File: config.mk
export PLATFORM = sky130hd
export DESIGN_NAME = pc_fetch_unit
export DESIGN_NICKNAME = d
export VERILOG_FILES = /design/src/rtl/pc_fetch_unit.sv
export SDC_FILE = /design/constraint.sdc
export NUM_CORES = 1
export LEC_CHECK = 0
export ABC_CLOCK_PERIOD_IN_PS = 5700
export CORE_MARGIN = 3
export CORE_UTILIZATION = 46
export CTS_CLUSTER_SIZE = 10
export DETAILED_ROUTE_END_ITERATION = 8
export PLACE_DENSITY = 0.95
export SETUP_SLACK_MARGIN = 0.3
export SYNTH_ARGS = -nofsm -noshare
export SYNTH_HDL_FRONTEND = slang
export SYNTH_SLANG_ARGS = --single-unit
File: constraint.sdc
create_clock -name clk -period 5.7 [get_ports clk]
set_input_delay 1.425 -clock clk [delete_from_list [all_inputs] [get_ports clk]]
set_output_delay 1.425 -clock clk [all_outputs]
set_load 0.1 [all_outputs]
File: src/rtl/pc_fetch_unit.sv
// Program counter and instruction-fetch sequencer for the RISC core.
// Latency: a fetch completes 2 cycles after entering FETCH at best (req, then ack); one bubble after reset.
// Backpressure: while decode holds ready_in low, the instruction stays registered and no new request is made.
//
// Ports:
//   clk, rst              - clock; synchronous active-high reset
//   next_pc               - next-PC mux output, loaded into pc when decode takes the instruction
//   pc_plus_4             - pc + 4, fed back to the next-PC mux as a candidate
//   flush, flush_pc       - redirect; beats everything except rst (ignored once halted)
//   halt                  - park after the current instruction is handed off
//   imem_req/addr/ack/rdata - instruction memory req/ack handshake
//   instr, instr_valid, ready_in - fetched instruction to decode, valid/ready
//   pc                    - address of the instruction in flight / on instr
//   halted, err           - parked flag; sticky error (1 = ack timeout, 2 = misaligned pc)
module pc_fetch_unit #(
    parameter logic [31:0] RESET_PC    = 32'h0000_0000,
    parameter int          ACK_TIMEOUT = 16
) (
    input  logic        clk,
    input  logic        rst,
    input  logic [31:0] next_pc,
    input  logic        flush,
    input  logic [31:0] flush_pc,
    input  logic        halt,
    output logic        imem_req,
    output logic [31:0] imem_addr,
    input  logic        imem_ack,
    input  logic [31:0] imem_rdata,
    output logic [31:0] instr,
    output logic        instr_valid,
    input  logic        ready_in,
    output logic [31:0] pc,
    output logic [31:0] pc_plus_4,
    output logic        halted,
    output logic [1:0]  err
);

    typedef enum logic [2:0] {
        S_IDLE   = 3'd0,
        S_FETCH  = 3'd1,
        S_HOLD   = 3'd2,
        S_DRAIN  = 3'd3,
        S_HALTED = 3'd4
    } state_t;

    localparam logic [1:0] ERR_NONE     = 2'd0;
    localparam logic [1:0] ERR_TIMEOUT  = 2'd1;
    localparam logic [1:0] ERR_MISALIGN = 2'd2;

    // Wait counter is 8 bits wide since ACK_TIMEOUT tops out at 255.
    localparam logic [7:0] WAIT_MAX  = 8'(ACK_TIMEOUT);
    localparam logic [7:0] WAIT_LAST = 8'(ACK_TIMEOUT - 1);

    state_t      state_q, state_d;
    logic [31:0] pc_q, pc_d;
    logic [31:0] instr_q, instr_d;
    logic        vld_q, vld_d;
    logic [1:0]  err_q, err_d;
    logic [7:0]  wait_q, wait_d;
    // Address of the request still outstanding after a flush out of FETCH.
    logic [31:0] drain_q, drain_d;

    logic        pc_load;
    logic [7:0]  wait_inc;
    logic        wait_expired;

    // Saturating increment; the counter never wraps back to zero.
    assign wait_inc     = (wait_q >= WAIT_MAX) ? wait_q : wait_q + 8'd1;
    // True when this no-ack cycle is the ACK_TIMEOUT-th one.
    assign wait_expired = (wait_q >= WAIT_LAST);

    always_comb begin
        state_d = state_q;
        pc_d    = pc_q;
        instr_d = instr_q;
        vld_d   = vld_q;
        err_d   = err_q;
        wait_d  = wait_q;
        drain_d = drain_q;
        pc_load = 1'b0;

        case (state_q)
            S_IDLE: begin
                if (flush) begin
                    pc_d    = flush_pc;
                    pc_load = 1'b1;
                    wait_d  = 8'd0;
                    state_d = S_FETCH;
                end else if (halt) begin
                    state_d = S_HALTED;
                end else begin
                    wait_d  = 8'd0;
                    state_d = S_FETCH;
                end
            end

            S_FETCH: begin
                if (flush) begin
                    pc_d    = flush_pc;
                    pc_load = 1'b1;
                    vld_d   = 1'b0;
                    wait_d  = 8'd0;
                    if (imem_ack) begin
                        // Returned word belongs to the old path; drop it and refetch.
                        state_d = S_FETCH;
                    end else begin
                        // Memory still owes us a response for the old address.
                        drain_d = pc_q;
                        state_d = S_DRAIN;
                    end
                end else if (imem_ack) begin
                    instr_d = imem_rdata;
                    vld_d   = 1'b1;
                    wait_d  = 8'd0;
                    state_d = S_HOLD;
                end else if (wait_expired) begin
                    err_d   = ERR_TIMEOUT;
                    state_d = S_HALTED;
                end else begin
                    wait_d  = wait_inc;
                end
            end

            S_HOLD: begin
                if (flush) begin
                    // The held instruction is discarded, not handed off.
                    pc_d    = flush_pc;
                    pc_load = 1'b1;
                    vld_d   = 1'b0;
                    wait_d  = 8'd0;
                    state_d = S_FETCH;
                end else if (ready_in) begin
                    pc_d    = next_pc;
                    pc_load = 1'b1;
                    vld_d   = 1'b0;
                    wait_d  = 8'd0;
                    state_d = halt ? S_HALTED : S_FETCH;
                end
            end

            S_DRAIN: begin
                if (flush) begin
                    pc_d    = flush_pc;
                    pc_load = 1'b1;
                end
                if (imem_ack) begin
                    wait_d  = 8'd0;
                    state_d = S_FETCH;
                end else if (flush) begin
                    // Redirect again while draining: keep waiting, keep counting.
                    wait_d  = wait_inc;
                end else if (wait_expired) begin
                    err_d   = ERR_TIMEOUT;
                    state_d = S_HALTED;
                end else begin
                    wait_d  = wait_inc;
                end
            end

            S_HALTED: begin
                state_d = S_HALTED;
            end

            default: begin
                state_d = S_IDLE;
            end
        endcase

        // Any misaligned pc load is still taken, but parks the unit.
        if (pc_load && (pc_d[1:0] != 2'b00)) begin
            err_d   = ERR_MISALIGN;
            state_d = S_HALTED;
        end

        if (state_d == S_HALTED) begin
            vld_d = 1'b0;
        end
    end

    always_ff @(posedge clk) begin
        if (rst) begin
            state_q <= S_IDLE;
            pc_q    <= RESET_PC;
            instr_q <= 32'h0000_0000;
            vld_q   <= 1'b0;
            err_q   <= ERR_NONE;
            wait_q  <= 8'd0;
            drain_q <= RESET_PC;
        end else begin
            state_q <= state_d;
            pc_q    <= pc_d;
            instr_q <= instr_d;
            vld_q   <= vld_d;
            err_q   <= err_d;
            wait_q  <= wait_d;
            drain_q <= drain_d;
        end
    end

    assign imem_req    = (state_q == S_FETCH) || (state_q == S_DRAIN);
    // DRAIN keeps presenting the old address until its ack arrives.
    assign imem_addr   = (state_q == S_DRAIN) ? drain_q : pc_q;
    assign instr       = instr_q;
    assign instr_valid = vld_q;
    assign pc          = pc_q;
    assign pc_plus_4   = pc_q + 32'd4;
    assign halted      = (state_q == S_HALTED);
    assign err         = err_q;

endmodule

## Word level (Yosys, flattened, before mapping)

Index checks and enable logic that the tools add are counted.

| operators by class | value |
|---|---|
| order comparisons | 2 |
| bitwise operators | 2 |
| reductions and logical operators | 19 |
| shift operators | 0 |
| mux-type cells | 44 |
| equal/unequal tests | 17 |
| divide/modulo/power cells | 0 |
| add/subtract/negate cells | 2 |
| multiply operators | 0 |

Operators with widths:

| kind | count |
|---|---|
| 32-bit 2-to-1 mux | 4 |
| 8-bit 2-to-1 mux | 10 |
| 32-bit one-hot mux with 2 select lines | 1 |
| 32-bit by 3-bit adder with 32-bit output (second input constant) | 1 |
| 8-bit one-hot mux with 4 select lines | 1 |
| 3-bit 2-to-1 mux | 10 |
| 3-bit != test (second input constant) | 7 |
| 3-bit one-hot mux with 5 select lines | 1 |
| 3-bit AND reduction | 5 |
| 2-bit 2-to-1 mux | 7 |
| 5-bit AND reduction | 2 |
| 8-bit by 1-bit adder with 8-bit output (second input constant) | 1 |
| 8-bit by 4-bit greater-or-equal comparator with 1-bit output (second input constant) | 1 |
| 8-bit by 5-bit greater-or-equal comparator with 1-bit output (second input constant) | 1 |
| 2-bit != test (second input constant) | 4 |
| 2-bit nonzero test | 4 |
| 1-bit 2-to-1 mux | 7 |
| 3-bit by 2-bit == test with 1-bit output (second input constant) | 2 |
| 3-bit == test (second input constant) | 2 |
| 1-bit one-hot mux with 2 select lines | 2 |
| 2-bit one-hot mux with 2 select lines | 1 |
| 4-bit nonzero test | 1 |
| 2-bit OR reduction | 2 |
| 3-bit by 1-bit == test with 1-bit output (second input constant) | 1 |
| other kinds (7) | 8 |

| word-level totals | value |
|---|---|
| bits in latches | 0 |
| output and inout port bits | 133 |
| memories kept | 0 |
| bits of input ports | 102 |
| bits in read-only memories | 0 |
| word-level logic and storage cells | 95 |
| register bits | 110 |
| bits in writable memories | 0 |

## Depth between registers and ports, before layout

Gate-level depths: netlist (run 1).

| logic depth | value |
|---|---|
| depth in word-level cells | 8 |
| depth in mapped cells | 8 |
| gate-level depth less buffers | 6 |

## Worst setup path before layout (run 1)

OpenSTA, ideal clock, no wires.

| timing path | value |
|---|---|
| path type | register -> output |
| start point | reg pc_q[4], in the netlist pc[4] |
| end point | out pc_plus_4[24] |
| stages on the path, launching flop included | 7 |
| path buffers | 1 |
| arrival time | 3744 ps |
| slack | 531 ps |
| required time | 4275 ps |
| cells stage by stage | dfxtp_1 -> clkbuf_2 -> nand3_4 -> nor4_2 -> and2_1 -> nand4_1 -> xnor2_1 |

| on the way | value |
|---|---|
| longest elaborated chain between the ends | 1 |

Ends and longest elaborated chain:

| what | RTL line | source |
|---|---|---|
| start: declaration | 55 | `logic [31:0] pc_q, pc_d;` |
| start signal: assignment | 191 | `pc_q <= pc_d;` |
| 32-bit by 3-bit adder with 32-bit output | 206 | `assign pc_plus_4 = pc_q + 32'd4;` |
| end: declaration | 33 | `output logic [31:0] pc_plus_4,` |

Every way passes these cells.

## Worst setup path in the final report (run 1)

| timing path | value |
|---|---|
| start point | reg pc_q[3], in the netlist pc[3] |
| end point | out pc_plus_4[24] |

Same word-level chain as after synthesis.

==> flow_metrics.env, run 1 <==
export IMPL_outcome="completed"
export IMPL_synth_top_cell_by_area="dfxtp_1"
export IMPL_slew_viol_final=0
export IMPL_clock_root_buffer="clkbuf_16"
export IMPL_syn_area_sq_mm=0.00537
export IMPL_synth_edf_count=0
export IMPL_synth_area_mux_share_pct=7.32
export IMPL_detail_route_wl_per_cell_um=17.8
export IMPL_antenna_cells=0
export IMPL_hold_end="instr[31]"
export IMPL_final_nets=969
export IMPL_cts_buffer_depth=2
export IMPL_p_per_area_mw_per_mm2=326
export IMPL_maxCapViolCount=0
export IMPL_synth_most_common_cell="nand2_1"
export IMPL_ys_warn_count=0
export IMPL_r2r_end="drain_q[21]"
export IMPL_clock_latency_ps=340
export IMPL_cp_arrival_ps=3410
export IMPL_min_path_type="reg -> reg"
export IMPL_cts_num_sinks=110
export IMPL_cts_tree="yes"
export IMPL_p_leak_nw=2.93
export IMPL_fp_dieH_um=114
export IMPL_syn_to_final_growth_pct=47.9
export IMPL_synthAdderAreaFrac_pct=0.699
export IMPL_rrSetupSlack_ps=3030
export IMPL_crit_fanout=8
export IMPL_ys_types=53
export IMPL_crit_chain="ha_1, nand2_1, nor4_2, and2_1, nand4_1, xnor2_1, clkdlybuf4s50_1"
export IMPL_whs_ps=454
export IMPL_crit_required_ps=4280
export IMPL_dpl_hpwl_um=13100
export IMPL_worst_pin_slew_ps=1140
export IMPL_hold_depth=2
export IMPL_regToRegStartpoint="state_q[0]"
export IMPL_start_util_pct=48.3
export IMPL_post_cts_setup_buffers=0
export IMPL_grt_overflow=0
export IMPL_path_class="reg -> out"
export IMPL_grtUsageTotal_pct=26.9
export IMPL_first_global_vias=5366
export IMPL_max_stage_delay_ps=1170
export IMPL_chipWidth_um=114
export IMPL_synthTopCellsByArea="dfxtp_1 41%, nand2_1 10%, mux2_2 7.1%"
export IMPL_critPathCaptureType="output port"
export IMPL_setup_tns_final_ps=0
export IMPL_num_vias=5585
export IMPL_synth_async_reset_ratio_pct=0
export IMPL_drt_initial_drc_count=405
export IMPL_syn_nets=770
export IMPL_synth_top_family_by_area="simple AND/OR/NAND/NOR gates"
export IMPL_drtPass1Iterations=6
export IMPL_antenna_found_initial=0
export IMPL_cts_hold_buf=0
export IMPL_vdd_ir_drop_max_mv=0.239
export IMPL_ys_seq_area_share_pct=41.0
export IMPL_synth_area_per_cell_sq_um=8.07
export IMPL_fin_crit_sh_pct=84.8
export IMPL_cp_start_kind="flop"
export IMPL_synthCells=665
export IMPL_cts_buffers=9
export IMPL_synth_top_area_share_pct=41.0
export IMPL_r2r_cells=6
export IMPL_slew_headroom_pct=24.3
export IMPL_ys_flop_type="dfxtp_1"
export IMPL_io_pins=235
export IMPL_gp_congestion=0.859
export IMPL_worstHoldStart="instr[31]"
export IMPL_final_antenna_net_count=0
export IMPL_path_clk_slew_ps=70
export IMPL_synth_xor_area_share_pct=5.03
export IMPL_fmax_ghz=0.207
export IMPL_drive_above_1_share_pct=12.2
export IMPL_route_detailed_drc=0
export IMPL_routed_via_density=5.54
export IMPL_synth_compound_area_share_pct=15.7
export IMPL_setup_viol=0
export IMPL_ctsResizeCount=0
export IMPL_rows=38
export IMPL_coreArea_sq_mm=0.0111
export IMPL_grt_setup_unrepaired="no"
export IMPL_htreeDepth=3
export IMPL_grt_pass1_wl_um=27700
export IMPL_synth_common_cells="150 x nand2_1, 110 x dfxtp_1, 75 x a21oi_1"
export IMPL_cp_slowest_cell="clkdlybuf4s50_1"
export IMPL_drt_total_wl_um=18000
export IMPL_fin_crit_ps=4830
export IMPL_report_final_hold_viol_count=0
export IMPL_dieArea_sq_mm=0.0130
export IMPL_skew_ps=3.51
export IMPL_port_buffers=234
export IMPL_grt_start_max_net_pins=61
export IMPL_synth_seq_cells=110
export IMPL_synth_simple_area_share_pct=25.0
cell families (layout without fill, tap and decap cells):
family / count (synthesis) / after routing
adders and majority gates: 3 / 3
AOI/OAI and AO/OA: 134 / 134
buffers and inverters: 63 / 267
and+or+nand+nor: 290 / 290
muxes: 35 / 35
DFF: 110 / 110
xor gates and xnor gates: 30 / 30
metrics by stage:
step	setup WS, ps	util (%)	total power, mW	area [sq um]	instances
after global routing	743	71.4	2.68	7940	1009
after CTS	902	71.4	2.60	7940	1009
after global placement	1400	68.5	1.93	7620	993
after detailed placement	1300	68.5	1.94	7620	993
final	869	71.4	2.59	7940	1009
after floorplan	531	-	1.66	5370	665
report_power, final:
part / total (mW) / switching (mW) / internal (mW)
Sequential: 0.869 / 0.0635 / 0.806
Combinational: 1.05 / 0.788 / 0.266
Clock: 0.666 / 0.278 / 0.388
Total: 2.59 / 1.13 / 1.46
final cells by class:
cell class              instances  area [sq um]
fillers                       838          3190
multi-input cells             492          2900
repair buffers                241          2310
flip-flops and latches        110          2200
clock buffers                  13           280
well taps                     140           175
clock inverters                 3          40.0
inverters                      10          37.5
worst max-delay path by stage:
stage | depth (start not counted) | slack (ps) | to | startpoint
final | 7 | 870 | pc_plus_4[24] | pc[3]
after global placement | 6 | 1400 | pc_plus_4[27] | pc[4]
after global routing | 7 | 740 | pc_plus_4[24] | pc[3]
after CTS | 7 | 900 | pc_plus_4[24] | pc[3]
after floorplan | 6 | 530 | pc_plus_4[24] | pc[4]
after detailed placement | 7 | 1300 | pc_plus_4[24] | pc[3]
routing by layer:
metal | share of wire (%) | vias up | routed length, um | track usage (%)
li1 | - | 2689 | - | -
met1 | 38 | 2583 | 6830 | 29.7
met2 | 49 | 281 | 8810 | 47.1
met3 | 11 | 32 | 1940 | 9.39
met4 | 2.3 | 0 | 410 | 10.6
met5 | 0 | - | 0 | 0
cells in the final DEF (no fill, tap or decap), types with 2 or more instances in the layout:
cell type,instances
clkdlybuf4s50_1,200
nand2_1,150
dfxtp_1,110
a21oi_1,75
nor2_1,49
buf_4,40
mux2_2,34
nor3_1,31
a221oi_1,29
xnor2_1,21
nand3_1,12
inv_1,10
clkbuf_16,9
xor2_1,8
o21ai_0,6
nand2b_1,6
nor2b_1,6
a31oi_1,6
and3_1,5
and2_1,5
nand4_1,5
a211oi_1,4
clkbuf_8,4
nor2_2,3
a21o_1,3
nor4_1,3
ha_1,3
o22a_1,2
o32ai_1,2
and3_2,2
nor4_4,2
clkinv_2,2
critical path: cells and delay by family, from the launching register on:
family	cells	cell delay, ps
flip-flops	1	470
adder cells (fa/ha/maj)	1	270
buffers and inverters	1	1170
XOR/XNOR	1	240
AND/OR/NAND/NOR	4	920
state kept, by name, summed over array words and instances, names as in the netlist:
name and cells:
wait_q 8, drain_q 32, instr_valid 1, state_q 3
pc 32, err 2, instr 32
Note: power is estimated with default switching activity, not from simulation.
==> inputs of run 2 (changes only) <==
--- a/config.mk
+++ b/config.mk
@@ -5,12 +5,12 @@
 export SDC_FILE = /design/constraint.sdc
 export NUM_CORES = 1
 export LEC_CHECK = 0
-export ABC_CLOCK_PERIOD_IN_PS = 5700
+export ABC_CLOCK_PERIOD_IN_PS = 4710
 export CORE_MARGIN = 3
-export CORE_UTILIZATION = 46
+export CORE_UTILIZATION = 43
 export CTS_CLUSTER_SIZE = 10
 export DETAILED_ROUTE_END_ITERATION = 8
-export PLACE_DENSITY = 0.95
+export PLACE_DENSITY = 0.92
 export SETUP_SLACK_MARGIN = 0.3
 export SYNTH_ARGS = -nofsm -noshare
 export SYNTH_HDL_FRONTEND = slang
==> constraint.sdc (replaced) <==
create_clock -name clk -period 4.71 [get_ports clk]
set_input_delay 1.1775 -clock clk [delete_from_list [all_inputs] [get_ports clk]]
set_output_delay 1.1775 -clock clk [all_outputs]
set_load 0.1 [all_outputs]
==> run 2 against run 1 <==
Compared with the run above:
- flip-flop and latch count did not move
- hold slack about the same
- global-route usage down 1.5 points
- sequential share of layout area down 0.73 points
- non-clock buffer count increased by 3
- die area grew 6.6%
- core utilization is 4.0 points lower
- first-iteration DRC count fell by 4.0%
- combinational power is 23% higher
- clock skew up 6.4 ps
- power is 25% higher
- final area rose by 2.7%
- critical path type unchanged
==> flow_metrics.env, run 2 (synthesized netlist as in run 1, its figures left out) <==
export IMPL_outcome="completed"
export IMPL_gp_congestion=0.923
export IMPL_clock_latency_ps=350
export IMPL_crit_required_ps=3530
export IMPL_final_nets=972
export IMPL_fin_ws_ps=931
export IMPL_min_path_type="reg -> reg"
export IMPL_critPathCaptureType="output port"
export IMPL_cp_arrival_ps=2600
export IMPL_final_seq_area_sq_mm=0.00220
export IMPL_p_comb_share_pct=39.9
export IMPL_grt_pass1_wl_um=28600
export IMPL_path_clk_slew_ps=70
export IMPL_cp_start_kind="flop"
export IMPL_coreArea_sq_mm=0.0121
export IMPL_grtUsageTotal_pct=25.4
export IMPL_final_common_cell="clkdlybuf4s50_1"
export IMPL_seq_power_share_pct=32.9
export IMPL_start_util_pct=44.3
export IMPL_drt_initial_drc_count=389
export IMPL_first_global_vias=5386
export IMPL_routed_via_density=5.32
export IMPL_hold_end="drain_q[7]"
export IMPL_htreeDepth=3
export IMPL_final_antenna_net_count=0
export IMPL_cts_hold_buf=0
export IMPL_dpl_hpwl_um=12800
export IMPL_clock_root_buffer="clkbuf_16"
export IMPL_rrSetupSlack_ps=2080
export IMPL_clkPwrFrac_pct=27.2
export IMPL_p_sw_share_pct=43.2
export IMPL_drt_total_wl_um=17700
export IMPL_cts_tree="yes"
export IMPL_crit_fanout=8
export IMPL_setup_tns_final_ps=0
export IMPL_whs_ps=454
export IMPL_p_per_area_mw_per_mm2=396
export IMPL_slew_viol_final=0
export IMPL_r2r_cells=5
export IMPL_grt_overflow=0
export IMPL_crit_chain="ha_1, nand3_1, xnor2_1, clkdlybuf4s50_1"
export IMPL_cts_buffer_depth=2
export IMPL_rows=40
export IMPL_drive_above_1_share_pct=17.4
export IMPL_maxCapViolCount=0
export IMPL_worstHoldStart="drain_q[7]"
export IMPL_regToRegStartpoint="state_q[0]"
export IMPL_chipWidth_um=118
export IMPL_fin_crit_ps=3780
export IMPL_drtPass1Iterations=4
export IMPL_fin_crit_sh_pct=80.2
export IMPL_vdd_ir_drop_max_mv=0.293
export IMPL_multi_input_area_sq_mm=0.00304
export IMPL_p_leak_nw=3.13
export IMPL_setup_viol=0
export IMPL_detail_route_wl_per_cell_um=17.1
export IMPL_hold_depth=2
export IMPL_r2r_end="drain_q[29]"
export IMPL_io_pins=235
export IMPL_fp_dieH_um=118
export IMPL_syn_to_final_growth_pct=51.9
export IMPL_skew_ps=9.91
export IMPL_antenna_found_initial=0
export IMPL_ctsResizeCount=0
export IMPL_antenna_cells=0
export IMPL_max_stage_delay_ps=1170
export IMPL_n_fill_cell=965
export IMPL_port_buffers=234
export IMPL_report_final_hold_viol_count=0
export IMPL_fmax_ghz=0.265
export IMPL_cp_slowest_cell="clkdlybuf4s50_1"
export IMPL_p_int_mw=1.83
export IMPL_slew_headroom_pct=20.6
export IMPL_path_class="reg -> out"
export IMPL_route_detailed_drc=0
export IMPL_grt_setup_unrepaired="no"
export IMPL_dieArea_sq_mm=0.0139
export IMPL_cts_buffers=9
export IMPL_p_switching_mw=1.39
export IMPL_grt_start_max_net_pins=109
export IMPL_worst_pin_slew_ps=1190
export IMPL_post_cts_setup_buffers=0
export IMPL_pre_cts_ws_ps=1320
export IMPL_cts_num_sinks=110
export IMPL_num_vias=5536
export IMPL_fin_util_pct=67.3
export IMPL_final_cell_mix="176 x clkdlybuf4s50_1, 150 x nand2_1, 110 x dfxtp_1, 75 x a21oi_1, 63 x buf_4"
==> run 2: cell count changes in the layout (fill, tap and decap cells not counted), sizes merged <==
| cell | change |
|---|---|
| buf | +27 |
| bufinv | +2 |
| clkbuf | -3 |
| clkdlybuf4s50 | -24 |
| clkinv | -2 |
| clkinvlp | +1 |
| inv | +2 |
==> run 2: per-stage QoR <==
| stage | total power [mW] | instances | instance area [sq um] |
|---|---|---|---|
| detailed placement | 2.37 | 1024 | 7810 |
| finish | 3.23 | 1040 | 8150 |
| global placement | 2.36 | 1024 | 7810 |
| floorplan | 2.03 | 665 | 5520 |
| global route | 3.34 | 1040 | 8150 |
| CTS | 3.25 | 1040 | 8150 |
==> run 2: critical path: cells and delay by family, from the launching register on <==
kind                       cells  cell delay (ps)
buffers and inverters          1             1170
adders and majority gates      1              270
DFF                            1              510
and+or+nand+nor                1              110
xor gates and xnor gates       1              200
==> run 2: routing by layer <==
| metal | vias up | wire [um] | GRT usage [%] |
|---|---|---|---|
| met3 | 18 | 1960 | 11.8 |
| met4 | 0 | 263 | 6.30 |
| met1 | 2558 | 6900 | 28.9 |
| met2 | 266 | 8610 | 43.2 |
| met5 | - | 0 | 0 |
| li1 | 2694 | - | - |
==> run 2: worst max path at each step <==
| stage | startpoint | end | slack, ps |
|---|---|---|---|
| floorplan | pc[3] | pc_plus_4[8] | 150 |
| global placement | pc[3] | pc_plus_4[6] | 1360 |
| detailed placement | pc[3] | pc_plus_4[6] | 1320 |
| CTS | pc[3] | pc_plus_4[6] | 940 |
| global route | pc[3] | pc_plus_4[6] | 790 |
| finish | pc[3] | pc_plus_4[6] | 930 |
==> run 2: cell type report <==
| class | instances | share of cell area (%) |
|---|---|---|
| flip-flops and latches | 110 | 27.0 |
| multi-input cells | 492 | 37.3 |
| clock buffers | 10 | 2.81 |
| well taps | 168 | 2.58 |
| repair buffers | 244 | 28.5 |
| clock inverters | 6 | 1.41 |
| inverters | 10 | 0.460 |
==> run 2: power groups by stage <==
| stage | combinational (mW) | sequential (mW) | clock, mW |
|---|---|---|---|
| floorplan | 0.706 | 1.32 | 0 |
| global placement | 1.28 | 1.08 | 0 |
| detailed placement | 1.29 | 1.08 | 0 |
| CTS | 1.29 | 1.06 | 0.900 |
| global route | 1.33 | 1.07 | 0.938 |
| finish | 1.29 | 1.06 | 0.879 |
